### config.mk
export PLATFORM = sky130hd
export DESIGN_NAME = counter_ext_stage
export DESIGN_NICKNAME = d
export VERILOG_FILES = /design/src/rtl/counter_ext_stage_pkg.sv /design/src/rtl/counter_step_check.sv /design/src/rtl/counter_ext_stage.sv
export SDC_FILE = /design/constraint.sdc
export NUM_CORES = 1
export LEC_CHECK = 0
export ABC_AREA = 1
export CORE_AREA = 2 2 61 63
export DETAILED_ROUTE_END_ITERATION = 12
export DIE_AREA = 0 0 63 65
export PLACE_DENSITY = 0.81
export SLEW_MARGIN = 0
export SYNTH_ARGS = -nofsm -noshare
export SYNTH_HDL_FRONTEND = slang
export SYNTH_SLANG_ARGS = --single-unit
### constraint.sdc
create_clock -name clk -period 3.3 [get_ports clk]
set_input_delay 0.495 -clock clk [delete_from_list [all_inputs] [get_ports clk]]
set_output_delay 0.495 -clock clk [all_outputs]
set_load 0.01 [all_outputs]
### src/rtl/counter_ext_stage_pkg.sv
// Shared encodings for the counter extension stage: counter modes and
// tracker FSM states.
package counter_ext_stage_pkg;

    localparam int unsigned NIBBLE_W = 4;

    typedef enum logic [1:0] {
        COUNT_UP     = 2'b00,
        COUNT_DOWN   = 2'b01,
        COUNT_3_DOWN = 2'b10,
        CHARGE       = 2'b11
    } modo_t;

    typedef enum logic [1:0] {
        IDLE  = 2'b00,
        TRACK = 2'b01,
        FAULT = 2'b10
    } state_t;

endpackage

### src/rtl/counter_step_check.sv
// Judges one counter step: compares the new nibble against the previous one
// under the applied mode and reports whether the nibble wrapped.
module counter_step_check
    import counter_ext_stage_pkg::*;
(
    input  logic [NIBBLE_W-1:0] q_p,
    input  logic [NIBBLE_W-1:0] q,
    input  modo_t               modo_p,
    input  logic                load,
    output logic                mismatch,
    output logic                wrap
);

    logic [NIBBLE_W-1:0] expect_q;

    always_comb begin
        expect_q = q_p;
        wrap     = 1'b0;
        mismatch = 1'b0;
        unique case (modo_p)
            COUNT_UP: begin
                expect_q = q_p + 4'd1;
                wrap     = (q_p == 4'hF);
                mismatch = load | (q != expect_q);
            end
            COUNT_DOWN: begin
                expect_q = q_p - 4'd1;
                wrap     = (q_p == 4'h0);
                mismatch = load | (q != expect_q);
            end
            COUNT_3_DOWN: begin
                expect_q = q_p - 4'd3;
                wrap     = (q_p < 4'd3);
                mismatch = load | (q != expect_q);
            end
            // The loaded nibble value is not visible here, so only LOAD is judged.
            CHARGE: begin
                mismatch = ~load;
            end
        endcase
    end

endmodule

### src/rtl/counter_ext_stage.sv
// Downstream stage of the 4-bit multi-mode counter: extends the nibble with
// an HI_W-bit upper count, checks each step, and presents it over VALID/READY.
module counter_ext_stage
    import counter_ext_stage_pkg::*;
#(
    parameter int unsigned HI_W     = 4,
    parameter bit          CHECK_EN = 1'b1
) (
    input  logic                       clk,
    input  logic                       RESET,
    input  logic                       ENABLE,
    input  logic                       CNT_RESET,
    input  logic [1:0]                 MODO,
    input  logic [HI_W-1:0]            D_HI,
    input  logic [NIBBLE_W-1:0]        Q,
    input  logic                       LOAD,
    input  logic                       READY,
    input  logic                       CLR_ERR,
    output logic [HI_W+NIBBLE_W-1:0]   Q_EXT,
    output logic                       VALID,
    output logic                       OVF,
    output logic                       OVR,
    output logic                       ERR
);

    logic                en_p;
    logic                rst_p;
    modo_t               modo_p;
    logic [HI_W-1:0]     d_hi_p;
    logic [NIBBLE_W-1:0] q_p;
    logic                primed;

    state_t              state;
    state_t              state_next;
    logic [HI_W-1:0]     upper;
    logic [HI_W-1:0]     upper_next;
    logic [NIBBLE_W-1:0] nibble_next;

    logic                do_update;
    logic                ovf_hit;
    logic                err_set;
    logic                err_clr;
    logic                step_live;
    logic                mismatch;
    logic                wrap;
    logic                fault_hit;

    counter_step_check u_check (
        .q_p      (q_p),
        .q        (Q),
        .modo_p   (modo_p),
        .load     (LOAD),
        .mismatch (mismatch),
        .wrap     (wrap)
    );

    assign step_live = en_p & ~rst_p;
    // CLR_ERR in the same cycle suppresses a fresh fault.
    assign fault_hit = CHECK_EN & primed & mismatch & ~CLR_ERR;

    always_ff @(posedge clk or posedge RESET) begin
        if (RESET) begin
            state <= IDLE;
        end else begin
            state <= state_next;
        end
    end

    always_comb begin
        state_next  = state;
        upper_next  = upper;
        nibble_next = Q;
        do_update   = 1'b0;
        ovf_hit     = 1'b0;
        err_set     = 1'b0;
        err_clr     = 1'b0;
        case (state)
            IDLE: begin
                if (step_live) begin
                    state_next = TRACK;
                end
            end
            TRACK: begin
                if (!step_live) begin
                    state_next  = IDLE;
                    upper_next  = '0;
                    nibble_next = '0;
                    do_update   = 1'b1;
                end else if (fault_hit) begin
                    state_next = FAULT;
                    err_set    = 1'b1;
                end else begin
                    do_update = 1'b1;
                    unique case (modo_p)
                        COUNT_UP: begin
                            if (wrap) begin
                                upper_next = upper + HI_W'(1);
                                ovf_hit    = &upper;
                            end
                        end
                        COUNT_DOWN, COUNT_3_DOWN: begin
                            if (wrap) begin
                                upper_next = upper - HI_W'(1);
                                ovf_hit    = ~|upper;
                            end
                        end
                        CHARGE: begin
                            upper_next = d_hi_p;
                        end
                    endcase
                end
            end
            FAULT: begin
                if (CLR_ERR) begin
                    state_next = IDLE;
                    err_clr    = 1'b1;
                end
            end
            default: begin
                state_next = IDLE;
            end
        endcase
    end

    always_ff @(posedge clk or posedge RESET) begin
        if (RESET) begin
            en_p   <= 1'b0;
            rst_p  <= 1'b0;
            modo_p <= COUNT_UP;
            d_hi_p <= '0;
            q_p    <= '0;
            primed <= 1'b0;
            upper  <= '0;
            Q_EXT  <= '0;
            VALID  <= 1'b0;
            OVF    <= 1'b0;
            OVR    <= 1'b0;
            ERR    <= 1'b0;
        end else begin
            en_p   <= ENABLE;
            rst_p  <= CNT_RESET;
            modo_p <= modo_t'(MODO);
            d_hi_p <= D_HI;
            q_p    <= Q;
            primed <= 1'b1;
            upper  <= upper_next;

            // A new update keeps VALID high even if the old word is accepted now.
            if (do_update) begin
                Q_EXT <= {upper_next, nibble_next};
                VALID <= 1'b1;
                if (VALID && !READY) begin
                    OVR <= 1'b1;
                end
            end else if (VALID && READY) begin
                VALID <= 1'b0;
            end

            if (ovf_hit) begin
                OVF <= 1'b1;
            end

            if (err_set) begin
                ERR <= 1'b1;
            end else if (err_clr) begin
                ERR <= 1'b0;
            end
        end
    end

endmodule
==> Yosys cells after proc, flatten, opt, wreduce, memory -nomap -nowiden <==
Cells that the tools add are included.
{ "word_totals": {"n_memories": 0, "ramBits": 0, "latch_bits": 0, "mem_bits_ro": 0, "register_bits": 31, "output_inout_bits": 12} }
{ "op_classes": {"n_eq_ne": 12, "shift": 0, "mux": 33, "div": 0, "multipliers": 0, "n_addsub": 5, "bitwise": 9, "reduce_logical": 14, "n_lt_le_gt_ge": 1} }
{ "ops": {"columns": ["op", "n"], "rows": [
  ["4-bit two-way mux", 7],
  ["1-bit two-way mux", 17],
  ["4-bit != test", 3],
  ["4-bit case mux with 3 select lines", 1],
  ["4-bit by 1-bit adder with 4-bit output (second input constant)", 2],
  ["2-bit two-way mux", 4],
  ["4-bit by 1-bit subtractor with 4-bit output (second input constant)", 2],
  ["2-bit == test (second input constant)", 3],
  ["2-bit case mux with 3 select lines", 1],
  ["2-bit by 1-bit == test with 1-bit output (second input constant)", 2],
  ["4-bit == test (second input constant)", 1],
  ["2-bit zero test", 2],
  ["4-bit zero test", 1],
  ["4-bit by 2-bit less-than comparator with 1-bit output (second input constant)", 1],
  ["2-bit != test (second input constant)", 2],
  ["1-bit case mux with 4 select lines", 1],
  ["4-bit AND reduction", 1],
  ["2-bit nonzero test", 2],
  ["4-bit OR reduction", 1],
  ["4-bit by 2-bit subtractor with 4-bit output (second input constant)", 1],
  ["1-bit bitwise AND", 3],
  ["3-bit != test (second input constant)", 1],
  ["1-bit NOT", 3],
  ["1-bit bitwise OR", 3],
  ["other kinds (7)", 9]
]} }

==> Depth between registers and ports, before layout <==
Gate-level depths: netlist (run 1).
{ "depth": {"depth_word": 10, "ltp_mapped": 20} }

==> Modules after synthesis <==
From an unflattened synthesis (run 1), not the netlist that was laid out.
{ "unflattened": {"cells_unflattened": 207, "hier_area_um2": 1726.7} }
{ "modules_own_cells": {"columns": ["module", "instances", "cells_per_inst", "area_each_um2", "seq_area_each_um2"], "rows": [
  ["counter_ext_stage", 1, 138, 1348.8, 775.7],
  ["counter_step_check", 1, 69, 377.9, 0.0]
]} }

==> Worst setup path before layout (run 1) <==
OpenSTA, ideal clock, no wires.
{ "synth_path": {"path_kind": "register to register", "from": "register modo_p[1]", "to": "register Q_EXT[6]", "synth_period_minus_slack_ns": 2.232, "path_stages_with_launch": 18, "setup_slack_ns": 1.068, "setup_ns": 0.117, "required_ns": 3.183, "n_path_buf": 0, "t_arrival_ns": 2.115, "cell_sequence": "dfrtp_1 > inv_1 > ha_1 > nand2_1 > and2_1 > ha_1 > o21ai_1 > nor2_1 > nor2_1 > nand2_1 > nor2_2 > nand3_4 > nand2_4 > nand2_2 > nand2_1 > nand2_1 > nand3_1 > nand2_1"} }
{ "synth_via": {"elab_chain_len": 7} }
{ "synth_rtl": {"columns": ["item", "line_no", "rtl"], "rows": [
  ["start: declaration", "counter_ext_stage.sv:28", "modo_t modo_p;"],
  ["start signal: assignment", "counter_ext_stage.sv:142", "modo_p <= modo_t'(MODO);"],
  ["2-bit == test (tied with other cells)", "counter_step_check.sv:20, counter_ext_stage.sv:94", null],
  ["1-bit case mux with 3 select lines / 1-bit case mux with 4 select lines (equally long branches)", "counter_step_check.sv:20", "unique case (modo_p)"],
  ["4-bit two-way mux (tied with other cells)", "counter_ext_stage.sv:102", "if (wrap) begin"],
  ["4-bit case mux with 3 select lines / 1-bit bitwise AND (equally long branches)", "counter_ext_stage.sv:94, counter_ext_stage.sv:59", null],
  ["4-bit two-way mux / 1-bit two-way mux (equally long branches)", "counter_ext_stage.sv:89", "end else if (fault_hit) begin"],
  ["4-bit two-way mux / 1-bit two-way mux (equally long branches)", "counter_ext_stage.sv:84", "if (!step_live) begin"],
  ["4-bit two-way mux / 1-bit two-way mux (equally long branches)", "counter_ext_stage.sv:77", "case (state)"],
  ["end signal: assignment", "counter_ext_stage.sv:150", "Q_EXT <= {upper_next, nibble_next};"],
  ["end: declaration", "counter_ext_stage.sv:19", "output logic [HI_W+NIBBLE_W-1:0] Q_EXT,"]
]} }
Parallel ways exist; a longest one is shown, timed or not.
A chain may end at the register's enable or synchronous reset.

==> Worst setup path after layout (run 1) <==
Ends and elaborated chain as after synthesis.

==> results of run 1 <==
logic make-up (layout without fill, tap and decap cells):
logic type / count (synthesis) / after routing / share of synthesized area
compound gates: 22 / 22 / 0.0726
xor+xnor: 5 / 5 / 0.0235
fa+ha+maj: 13 / 13 / 0.0874
buf+inv: 35 / 71 / 0.0712
flops: 31 / 31 / 0.417
other cells: 1 / 1 / 0.00201
simple gates: 124 / 124 / 0.327
path summary, 6_finish.rpt:
kind / from / to / cells after the start
setup / recovery: modo_p[1] / Q_EXT[6] / 17
hold reg to reg: state[0] / state[0] / 1
setup reg to reg: modo_p[1] / Q_EXT[6] / 17
hold / removal: state[0] / state[0] / 1
min in group asynchronous: RESET / OVR / 3
max in group asynchronous: RESET / Q_EXT[3] / 3
metal layers:
layer	routed length (µm)	track usage
met1	1730	0.261
met2	1670	0.320
met3	163	0.0556
met4	66	0.0833
met5	0	0
synth_stat cells (3+ instances only):
library cell / count
sky130_fd_sc_hd__a21oi_1: 5
sky130_fd_sc_hd__dfrtp_1: 31
sky130_fd_sc_hd__ha_1: 13
sky130_fd_sc_hd__inv_1: 25
sky130_fd_sc_hd__inv_2: 9
sky130_fd_sc_hd__nand2_1: 63
sky130_fd_sc_hd__nand2_2: 12
sky130_fd_sc_hd__nand3_1: 19
sky130_fd_sc_hd__nand3_2: 6
sky130_fd_sc_hd__nand4_1: 3
sky130_fd_sc_hd__nor2_1: 14
sky130_fd_sc_hd__o21ai_1: 7
sky130_fd_sc_hd__xor2_1: 3
through the flow:
stage | power [mW] | instance area (µm²) | utilization | hold WS [ns] | setup WS, ns
floorplan | 0.595 | 1860 | - | 0.432 | 1.07
global placement | 0.689 | 2200 | 0.631 | 0.450 | 0.955
detailed placement | 0.692 | 2200 | 0.631 | 0.461 | 0.880
CTS | 0.917 | 2260 | 0.646 | 0.483 | 0.848
global route | 0.959 | 2260 | 0.646 | 0.508 | 0.640
finish | 0.909 | 2260 | 0.646 | 0.481 | 0.872
sequential cells by signal (all words and copies together) (netlist names):
name,count
upper,4
d_hi_p,4
state,2
primed,1
OVR,1
VALID,1
en_p,1
ERR,1
rst_p,1
Q_EXT,8
OVF,1
q_p,4
modo_p,2
report_power, final:
| part | total, mW | internal [mW] | switching (mW) |
|---|---|---|---|
| Sequential | 0.442 | 0.415 | 0.0265 |
| Clock | 0.224 | 0.0821 | 0.142 |
| Combinational | 0.243 | 0.115 | 0.129 |
critical path, cell delays in order, from the launching register on:
cell and delay [ns]:
sky130_fd_sc_hd__dfrtp_1 0.41, sky130_fd_sc_hd__inv_1 0.12, sky130_fd_sc_hd__ha_1 0.24, sky130_fd_sc_hd__nand2_1 0.08, sky130_fd_sc_hd__and2_1 0.17, sky130_fd_sc_hd__ha_1 0.26
sky130_fd_sc_hd__o21ai_1 0.15, sky130_fd_sc_hd__nor2_1 0.06, sky130_fd_sc_hd__nor2_1 0.10, sky130_fd_sc_hd__nand2_1 0.06, sky130_fd_sc_hd__nor2_2 0.12, sky130_fd_sc_hd__nand3_4 0.12
sky130_fd_sc_hd__nand2_4 0.13, sky130_fd_sc_hd__nand2_2 0.05, sky130_fd_sc_hd__nand2_1 0.07, sky130_fd_sc_hd__nand2_1 0.05, sky130_fd_sc_hd__nand3_1 0.06, sky130_fd_sc_hd__nand2_1 0.05
cell type report:
| type | instances | area (µm²) | share of cell area |
|---|---|---|---|
| Inverter | 34 | 128 | 0.0565 |
| Tap cell | 48 | 60.1 | 0.0266 |
| Clock inverter | 2 | 12.5 | 0.00554 |
| Sequential cell | 31 | 776 | 0.343 |
| Timing Repair Buffer | 29 | 288 | 0.127 |
| Multi-Input combinational cell | 165 | 953 | 0.422 |
| Clock buffer | 6 | 41.3 | 0.0183 |
==> run summary, run 1 <==
The flow ran to the end, and the final reports show no timing, DRC or antenna violations. The number of nets in the layout is 296. Summed over all failing endpoints, the final setup total negative slack is 0 ns.

The fraction of synthesis flops using an asynchronous set or reset pin is 1.00. The share of synthesized area occupied by flip-flops and latches is 0.417. The clock tree from TritonCTS is done. The cell count after placement is 307. The clock transition at the registers of the reported paths is 0.11 ns. The arrival time at the worst endpoint came out at 2.67 ns. The growth of design area from synthesis to finish came out at 21.3%. Wires add up to 3630 µm. The average cell area after synthesis came out at 8.06 µm². The worst clock skew is 0.0156 ns.

The number of distinct library cells after synthesis came out at 30. In this run, post-CTS repair resized a total of 0 instances. The number of warnings issued by yosys is 0. The peak clock frequency supported by timing is 412 MHz.

The share of the synthesized area in the top cell type came out at 0.417. The initial core utilization came out at 0.533. The first detailed-routing pass ran for 4 iterations.

The remaining global-route overflow is 0. The number of buffers inserted for hold repair after clock tree synthesis came out at 0. In this run the number of H-tree levels came out at 2. Ranked by total cell area, the synthesized netlist is headed by sky130_fd_sc_hd__dfrtp_1, sky130_fd_sc_hd__nand2_1, sky130_fd_sc_hd__ha_1, sky130_fd_sc_hd__nand3_1, sky130_fd_sc_hd__inv_1. The global-route wire length before repair is 6380 µm. IR analysis of the VDD net gives a maximum drop of 0.306 mV.

After technology mapping, the gate count stands at 231. At the later pin of the worst-skew pair, clock insertion delay measures 0.35 ns. The number of max-slew violations in the final report is 0. The global placement routability congestion is 0.868. In this run the static leakage power is 1.13 nW.

Port buffering added 28 buffers. The die is 63 µm wide. The category of the worst setup path capture point is a flop. The via count of the first global-routing pass was 1438.

In the final layout, the share of cells above drive strength 1 is 0.157. The total CTS buffers is 5. By startpoint and endpoint, the worst setup path is classified as reg2reg. The count of unresolved DRC violations after routing came out at 0. The max-cap violation count came out at 0.

The required time at the endpoint of the critical path is 3.54 ns. The worst setup path is launched from a flop. The library cells used most frequently in the layout, excluding fill and tap cells, are sky130_fd_sc_hd__nand2_1, sky130_fd_sc_hd__dfrtp_1, sky130_fd_sc_hd__clkdlybuf4s50_1. The class of the worst hold path is reg2reg. The number of antenna violations at the first check in global routing came out at 0.

Setup repair after global routing left no endpoint under its margin. The height of the chip came out at 65 µm. The number of storage elements in the synthesis netlist is 31. After detailed routing, the number of vias per cell comes to 4.88. The layout has 313 filler cells. The initialized floorplan defines 22 standard-cell rows.

The power per standard cell area came out at 402 nW/µm². The clock root buffer master is sky130_fd_sc_hd__clkbuf_4. After clock tree synthesis, the setup repair step added 0 buffers. Leaving out fill and tap cells, the most frequent cell in the layout is sky130_fd_sc_hd__nand2_1. The detailed placement HPWL came out at 2800 µm. The cell area after technology mapping is 1860 µm². The final critical-path share of the clock period is 0.736. The total of endpoints with negative setup slack in the final report came out at 0.

The final antenna-violating net count came out at 0. Detailed routing inserted a total of 1537 vias. The number of flops mapped to enable cells by yosys is 0. The placeable core area is 3500 µm². After layout, the minimum clock period comes to 2.43 ns. The area enclosed by the die boundary is 4100 µm². The buffer levels on the longest clock path came out at 2. The synthesized design spends more area on one cell type than any other, namely sky130_fd_sc_hd__dfrtp_1.

The overall routing resource usage came out at 0.202. The minimum setup slack among reg-to-reg paths came out at 0.87 ns. When the netlist entered floorplanning its net count stood at 261.

The violation count after the first detailed-route iteration came out at 95. The pin count of the biggest net entering global routing is 32. The maximum fanout count along the critical path came out at 7. The number of hold-slack violations in the final timing report was 0. The count of pins on the block boundary came out at 29. The final non-filler cell total is 315. The wire length per cell after detailed routing came out at 11.5 µm. The most instantiated flip-flop cell in the synthesis netlist is sky130_fd_sc_hd__dfrtp_1. CTS saw 31 sinks. The number of diodes is 0.
Power figures use the tool's default switching activity.
==> run 2: changes to the inputs <==
--- a/config.mk
+++ b/config.mk
@@ -6,10 +6,10 @@
 export NUM_CORES = 1
 export LEC_CHECK = 0
 export ABC_AREA = 1
-export CORE_AREA = 2 2 61 63
+export CORE_AREA = 2 2 66 68
 export DETAILED_ROUTE_END_ITERATION = 12
-export DIE_AREA = 0 0 63 65
-export PLACE_DENSITY = 0.81
+export DIE_AREA = 0 0 68 70
+export PLACE_DENSITY = 0.73
 export SLEW_MARGIN = 0
 export SYNTH_ARGS = -nofsm -noshare
 export SYNTH_HDL_FRONTEND = slang
==> constraint.sdc (replaced) <==
create_clock -name clk -period 2.1 [get_ports clk]
set_input_delay 0.315 -clock clk [delete_from_list [all_inputs] [get_ports clk]]
set_output_delay 0.315 -clock clk [all_outputs]
set_load 0.01 [all_outputs]
==> run 2 against run 1 <==
Compared with the run above:
- clock skew fell by 0.012 ns
- critical endpoint is now OVR
- sequential share of layout area fell by 3.4 points
- non-clock buffer count rose by 17
- flip-flop and latch count did not move
- cell area rose by 11%
- the flow now finishes with violations (setup timing)
- setup slack got worse by 1.0 ns
- global-route usage fell by 1.6 points
==> run summary, run 2 (synthesized netlist as in run 1, its figures left out) <==
The flow ran to the end, but the final reports show violations. The final reports fail on setup timing. The worst hold slack after final layout came out at 0.404 ns.

The clock root buffer master is sky130_fd_sc_hd__clkbuf_8. The number of buffers inserted by port buffering came out at 28. The met3 global-route usage came out at 0.0338. The clock sink count is 31. The detailed placement HPWL is 2950 µm.

The wire length per cell after detailed routing is 11.7 µm. The total of endpoints with negative setup slack in the final report is 16. The via count of the first global-routing pass is 1507. The critical path is of the reg2reg type. The initial core utilization came out at 0.449. The total CTS buffers came out at 5.

The critical path starts at modo_p[1]. At the placement stage, the worst setup path has a slack of -0.169 ns. In this run the power density over the cells is 633 nW/µm². The growth of design area from synthesis to finish is 34.6%.

The number of nets in the layout came out at 313. In the finished design, the share of the clock period the worst path needs comes to 1.06. For this run, the total global-route usage over all layers was measured as 0.186. Timing would allow up to 450 MHz. From left edge to right edge, the die measures 68 µm.

The clock transition at the registers of the reported paths came out at 0.07 ns. The library cell used most frequently in the layout, excluding fill and tap cells, is sky130_fd_sc_hd__nand2_1. The global placement routability congestion is 0.891. Adding up every negative setup slack in the final design gives -1.12 ns. The deepest level of the CTS H-tree came out at 2. Summing all flip-flop and latch instances after layout gives 776 µm².

The clock passes through at most 2 buffers. Dividing the detail-routed via count by the number of cells gives 4.74. The cell count after placement came out at 325.

The placeable core area came out at 4140 µm². The count of unresolved DRC violations after routing is 0. In this run the static leakage power is 1.25 nW.

The required time at the endpoint of the critical path came out at 2.28 ns. 0 antenna diodes ended up in the layout. The violation count after the first detailed-route iteration is 51. The met2 layer usage reported by global route is 0.288. The clock tree from TritonCTS is done.

The worst IR drop on VDD is 0.440 mV. The number of antenna violations at the first check in global routing came out at 0. The number of max-slew violations in the final report came to 0. For this block, the routed nets add up to 3930 µm of wire. The remaining global-route overflow came out at 0. The library cells used most frequently in the layout, excluding fill and tap cells, are sky130_fd_sc_hd__nand2_1, sky130_fd_sc_hd__dfrtp_1, sky130_fd_sc_hd__clkdlybuf4s50_1. The setup slack after layout came out at -0.124 ns. The global-route wire length before repair came out at 6710 µm. The count of pins on the block boundary came out at 29. Setup repair after global routing could not meet its margin everywhere.

The clock latency at the later pin of the worst-skew pair came out at 0.29 ns. The critical register-to-register path startpoint is modo_p[1]. The pin count of the biggest net entering global routing came out at 32.

The final critical-path required period came out at 2.22 ns. The multi-input combinational cell area came out at 1040 µm². In this run the most used layer during global routing was met2.

The path class of the tightest hold or removal check is in2async. The total vias in the final route came out at 1592. Counting flops per register, the top entry is Q_EXT.

The flip-flop count of the largest register, all copies and words added came out at 8. The worst setup path is captured at a flop. For this run, global-route usage on met1 was measured as 0.254. The row count is 24. The number of filler instances in the final layout is 346. The die covers 4760 µm². The detailed-router iteration count before antenna repair came out at 4.

The total power is 1.59 mW. The height of the chip is 70 µm. The max-cap violation count is 0.

The final antenna-violating net count came out at 0. The maximum fanout count along the critical path came out at 5. The fraction of layout instances using a drive strength above 1 came out at 0.243.

Once layout is complete, the cells apart from fillers number 336. The clock arrives with 0.00370 ns of skew. The number of hold-slack violations in the final timing report came out at 0.

At the worst endpoint, the arrival time is 2.40 ns. The worst setup path is launched from a flop.
run 2: cell count changes in the layout (fill, tap and decap cells not counted), moves of 2 or more:
cell	change
sky130_fd_sc_hd__inv_2	+2
sky130_fd_sc_hd__buf_4	+17
sky130_fd_sc_hd__clkbuf_4	-5
sky130_fd_sc_hd__clkbuf_8	+5
sky130_fd_sc_hd__ha_1	-2
sky130_fd_sc_hd__ha_4	+2
sky130_fd_sc_hd__nand2_8	+2
sky130_fd_sc_hd__inv_1	-2
sky130_fd_sc_hd__nand2_1	-3
run 2: path summary, 6_finish.rpt:
kind / endpoint / cells after the start / slack (ns)
setup / recovery: OVR / 14 / -0.12
hold reg to reg: state[0] / 1 / 0.47
max in group asynchronous: OVF / 3 / 1.41
min in group clk: rst_p / 1 / 0.46
setup reg to reg: OVR / 14 / -0.12
hold / removal: Q_EXT[2] / 3 / 0.40
run 2: what timing repair did:
| action | in CTS | in global routing |
|---|---|---|
| resized for setup | 6 | 7 |
| pin swaps | 13 | 10 |
| setup buffers | 1 | 2 |
| setup endpoints to repair | 18 | 18 |
| hold buffers | 0 | 0 |
| hold endpoints to repair | 0 | 0 |
run 2: cell type report:
cell class,instances,area share
well taps,52,0.0260
clock inverters,2,0.00499
flip-flops and latches,31,0.310
repair buffers,46,0.166
clock buffers,6,0.0290
inverters,34,0.0509
multi-input cells,165,0.414
run 2: routing by layer:
metal  vias to the layer above  share of wire
met5                         -              0
met4                         0          0.020
met2                        25           0.49
met3                         6          0.026
li1                        842              -
met1                       719           0.47
run 2: power by group:
part,internal (mW),total (mW),switching [mW],leakage [nW]
Combinational,0.210,0.432,0.221,0.814
Clock,0.231,0.459,0.228,0.0412
Sequential,0.654,0.695,0.0416,0.390
Total,1.10,1.59,0.491,1.25
run 2: per-stage QoR:
stage | utilization | instance area, µm²
after floorplan | - | 1880
after global placement | 0.562 | 2330
after detailed placement | 0.562 | 2330
after CTS | 0.590 | 2450
after global routing | 0.605 | 2510
final | 0.605 | 2510
run 2: worst max-delay path, cell delays in order, from the launching register on:
cell	delay (ns)
sky130_fd_sc_hd__dfrtp_1	0.38
sky130_fd_sc_hd__inv_2	0.06
sky130_fd_sc_hd__ha_4	0.18
sky130_fd_sc_hd__ha_1	0.34
sky130_fd_sc_hd__nand2_1	0.08
sky130_fd_sc_hd__inv_2	0.06
sky130_fd_sc_hd__nand3_1	0.10
sky130_fd_sc_hd__nand3_1	0.10
sky130_fd_sc_hd__nand3_2	0.11
sky130_fd_sc_hd__nand2_2	0.07
sky130_fd_sc_hd__nand2_2	0.06
sky130_fd_sc_hd__nand3_4	0.14
sky130_fd_sc_hd__nand3_4	0.11
sky130_fd_sc_hd__buf_4	0.17
sky130_fd_sc_hd__a31o_1	0.16
